$ cat config.mk
export PLATFORM = sky130hd
export DESIGN_NAME = vscale_hazard_scoreboard
export DESIGN_NICKNAME = d
export VERILOG_FILES = /design/src/rtl/vscale_hazard_scoreboard.sv
export SDC_FILE = /design/constraint.sdc
export NUM_CORES = 1
export LEC_CHECK = 0
export ABC_AREA = 1
export CAP_MARGIN = 30
export CORE_MARGIN = 4
export CORE_UTILIZATION = 39
export CTS_BUF_LIST = sky130_fd_sc_hd__clkbuf_2
export CTS_CLUSTER_SIZE = 16
export DETAILED_ROUTE_END_ITERATION = 16
export PLACE_DENSITY_LB_ADDON = 0.12
export REMOVE_ABC_BUFFERS = 1
export SYNTH_ARGS = -nofsm -noshare
export SYNTH_HDL_FRONTEND = slang
export SYNTH_SLANG_ARGS = --single-unit
$ cat constraint.sdc
create_clock -name clk -period 1.3 [get_ports clk]
set_input_delay 0.26 -clock clk [delete_from_list [all_inputs] [get_ports clk]]
set_output_delay 0.26 -clock clk [all_outputs]
set_load 0.01 [all_outputs]
$ cat src/rtl/vscale_hazard_scoreboard.sv
// Hazard/bypass scoreboard for a deeper vscale pipeline. It tracks pending register writes across
// the post-issue stages, picks a forwarding stage for each source, stalls on not-yet-ready load data
// and counts the cycles lost to hazards.
module vscale_hazard_scoreboard #(
    parameter  int NUM_STAGES     = 2,
    parameter  int LOAD_LATENCY   = 1,
    parameter  int NUM_SRC        = 2,
    parameter  int REG_ADDR_WIDTH = 5,
    parameter  int CNT_WIDTH      = 32,
    localparam int SEL_W          = $clog2(NUM_STAGES + 1)
) (
    input  logic                              clk,
    input  logic                              reset_n,
    input  logic                              advance,
    input  logic [NUM_STAGES-1:0]             flush_mask,
    input  logic                              issue_valid,
    input  logic                              issue_wr_reg,
    input  logic                              issue_is_load,
    input  logic [REG_ADDR_WIDTH-1:0]         issue_rd,
    input  logic [NUM_SRC*REG_ADDR_WIDTH-1:0] issue_rs_addr,
    input  logic [NUM_SRC-1:0]                issue_uses_rs,
    output logic [NUM_SRC*SEL_W-1:0]          bypass_sel,
    output logic                              stall_issue,
    output logic                              wb_valid,
    output logic [REG_ADDR_WIDTH-1:0]         wb_rd,
    output logic [CNT_WIDTH-1:0]              stall_cnt
);

    // Index k-1 holds the entry for stage k (stage 1 is the youngest).
    logic [NUM_STAGES-1:0]                     valid_q, valid_d;
    logic [NUM_STAGES-1:0]                     load_q, load_d;
    logic [NUM_STAGES-1:0][REG_ADDR_WIDTH-1:0] rd_q, rd_d;
    logic [CNT_WIDTH-1:0]                      stall_cnt_q, stall_cnt_d;
    logic                                      hazard;

    // Stages are scanned oldest to youngest so the youngest match overwrites any older one.
    always_comb begin
        // NOTE: every output of this block is given a default first, so no path can infer a latch.
        bypass_sel = '0;
        hazard     = 1'b0;
        for (int i = 0; i < NUM_SRC; i++) begin
            logic [REG_ADDR_WIDTH-1:0] rs;
            logic [SEL_W-1:0]          sel;
            logic                      haz_i;
            rs    = issue_rs_addr[i*REG_ADDR_WIDTH +: REG_ADDR_WIDTH];
            sel   = '0;
            haz_i = 1'b0;
            for (int k = NUM_STAGES; k >= 1; k--) begin
                if (issue_valid && issue_uses_rs[i] && (rs != '0) && valid_q[k-1] &&
                    (rd_q[k-1] == rs) && !flush_mask[k-1]) begin
                    if (!load_q[k-1] || (k >= LOAD_LATENCY)) begin
                        sel   = SEL_W'(k);
                        haz_i = 1'b0;
                    end else begin
                        sel   = '0;
                        haz_i = 1'b1;
                    end
                end
            end
            bypass_sel[i*SEL_W +: SEL_W] = sel;
            hazard = hazard | haz_i;
        end
    end

    always_comb begin
        valid_d = valid_q & ~flush_mask;
        rd_d    = rd_q;
        load_d  = load_q;
        if (advance) begin
            for (int k = NUM_STAGES - 1; k >= 1; k--) begin
                valid_d[k] = valid_q[k-1] & ~flush_mask[k-1];
                rd_d[k]    = rd_q[k-1];
                load_d[k]  = load_q[k-1];
            end
            // A hazard leaves a bubble in stage 1; x0 writes are never tracked.
            valid_d[0] = issue_valid & issue_wr_reg & ~hazard & (issue_rd != '0);
            rd_d[0]    = issue_rd;
            load_d[0]  = issue_is_load;
        end
        stall_cnt_d = stall_cnt_q;
        if (hazard && (stall_cnt_q != '1)) begin
            stall_cnt_d = stall_cnt_q + CNT_WIDTH'(1);
        end
    end

    always_ff @(posedge clk or negedge reset_n) begin
        if (!reset_n) begin
            valid_q     <= '0;
            load_q      <= '0;
            rd_q        <= '0;
            stall_cnt_q <= '0;
        end else begin
            // NOTE: state registers take non-blocking assignments so every stage shifts from old values.
            valid_q     <= valid_d;
            load_q      <= load_d;
            rd_q        <= rd_d;
            stall_cnt_q <= stall_cnt_d;
        end
    end

    assign stall_issue = hazard | ~advance;
    assign wb_valid    = valid_q[NUM_STAGES-1] & ~flush_mask[NUM_STAGES-1];
    assign wb_rd       = wb_valid ? rd_q[NUM_STAGES-1] : '0;
    assign stall_cnt   = stall_cnt_q;

endmodule

==> results.yml <==
floorplan:
  dieArea_um2: 3900
  row_count: 19
  die_width_um: 62.5
  start_util: 0.413
  die_y_um: 62.5
  pin_count: 68
  core-area_um2: 2810
timing:
  fmax_ghz: 0.613
  fin_ws_ps: -332
  setup_viol: 10
  post-route-period-util: 1.26
  post-route-min-period_ps: 1630
  tns_ps: -2390
  slew_violations: 0
  grt_setup_unrepaired: "true"
  skew_ps: 0.231
  finalHoldViolCount: 0
synthesis:
  yosysWarnings: 0
  synth_cells: 197
  synth_seq_cells: 12
  yosysUniqueCellTypes: 16
  syn_avg_cell_area_um2: 5.87
  seq_area_frac_synth: 0.259
  syn_area_um2: 1160
cts:
  postCtsHoldBufs: 0
  worstSkewPairLatency_ps: 260
  cts_buffers: 3
  htree_levels: 1
  numClockSinks: 12
  clkTransAtPathRegs_ps: 120
  cts_tree: "built"
  cts_root_buffer: "clkbuf_2"
  ctsLongestPathBuffers: 2
place:
  io_buffers: 34
  place.gp.congestion: 0.867
  dp_slack_ps: -811
  dpl.cell_count: 277
  hpwl_um: 2410
detailed_routing:
  drtIter0Drc: 34
  drc: 0
  drtPass1Iterations: 4
  postRouteAntennaNets: 0
  viasPerCell: 4.28
  routedWlPerCell_um: 10.4
  drt_wl_total_um: 3060
  vias: 1264
power:
  pwr_density_cell_nw_per_um2: 659
  ir_drop_v: 0.000397
  leakage_nw: 1.01
critical_path:
  worst_setup_path_end_kind: "output port"
  cp.arrival_ps: 1370
  crit_path_start_kind: "flip-flop"
  crit_type: "flip-flop to output port"
  r2r_slack_ps: 330
  required_ps: 1040
  critical_path.max_fanout: 3
flow_run:
  cap_viol_max_count: 0
global_route:
  grt_max_degree: 23
  grt_pass1_vias: 1014
  grt_usage: 0.138
  grt_overflow_total: 0
  antenna_found_initial: 0
  grt_pass1_wl_um: 4370
status:
  violations: "negative setup slack"
  run_status: "finished with violations"
cells_and_area:
  n_antenna_cell: 0
  syn_to_final_growth_pct: 43.6
  drive_gt1_frac: 0.258
  instances_no_fill: 295
  nNetsFinal: 291
hold_path:
  hold_path_class: "input pin to async pin"
[cells by family after synthesis]
group           count (synthesis)  synth area share
flops                          12             0.259
simple gates                  109             0.375
buf+inv                        62             0.306
other cells                     1           0.00324
compound gates                 13            0.0562
[registers in the layout, indices dropped and copies added (netlist names)]
register,flops
rd_q,10
valid_q,2
[Yosys cell counts]
master	n	area share
nand3_1	8	0.035
clkbuf_1	1	0.0032
nand2_1	64	0.21
buf_2	1	0.0043
inv_2	2	0.0065
nor2_1	30	0.097
o21ai_0	11	0.048
nor4_1	1	0.0054
dfrtp_1	12	0.26
conb_1	1	0.0032
nor2_2	3	0.016
inv_1	26	0.084
a21oi_1	2	0.0086
buf_4	32	0.21
nand2_2	1	0.0054
nor3_1	2	0.0086
[metal layers]
layer / wire [µm] / GRT usage
met1: 1300 / 0.175
met2: 1510 / 0.238
met4: 7 / 0.0331
met5: 0 / 0
met3: 239 / 0.0288
[worst max-delay path, cell delays in order, from the launching register on]
cell     delay [ps]
dfrtp_1         430
inv_2            60
nand2_1          50
nand2_1          50
nor2_1          120
nand3_1         110
nor2_2          110
nor2_1           50
buf_2           130
[final timing paths]
| kind | startpoint | endpoint | cells past startpoint |
|---|---|---|---|
| worst max-delay path | rd_q[0] | bypass_sel[3] | 8 |
| worst min-delay path | reset_n | rd_q[5] | 2 |
| min in group clk | advance | rd_q[0] | 4 |
| max in group asynchronous | reset_n | rd_q[9] | 2 |
| worst max register to register | valid_q[0] | valid_q[0] | 5 |
| worst min register to register | rd_q[4] | rd_q[9] | 2 |
[area by class of cell]
cell class                 instances  area [µm²]
multi-input combinational        154         644
clock buffer                       3        15.0
fill                             295        1140
timing repair buffer              67         558
sequential                        12         300
tap                               31        38.8
inverter                          28         105
[what timing repair did]
action,4_1_cts,5_1_grt
pin swaps,7,14
resized for setup,66,16
setup buffers,6,11
setup endpoints to repair,11,10
[metrics by stage]
stage	area, µm²	util	hold WS [ps]	total power [mW]
finish	1660	0.592	296	1.09
global route	1660	0.592	290	1.17
CTS	1550	0.552	281	1.05
detailed placement	1540	0.549	532	0.852
global placement	1540	0.549	529	0.852
floorplan	1020	-	-35.6	0.633
[layout by cell type (no fill, tap or decap), drive strengths merged]
cell type and instances:
dlygate4sd2 13, nand3 8, conb 32, clkbuf 3
clkdlybuf4s15 1, buf 43, inv 28, dlymetal6s2s 1
a21oi 2, o21ai 11, nand2 65, dfrtp 12
nor2 33, nor3 2, clkdlybuf4s50 9, nor4 1
[power breakdown]
part | internal [mW] | total [mW] | switching, mW
registers | 0.409 | 0.440 | 0.0316
logic | 0.225 | 0.468 | 0.244
clock network | 0.0630 | 0.185 | 0.122
Note: power is estimated with default switching activity, not from simulation.
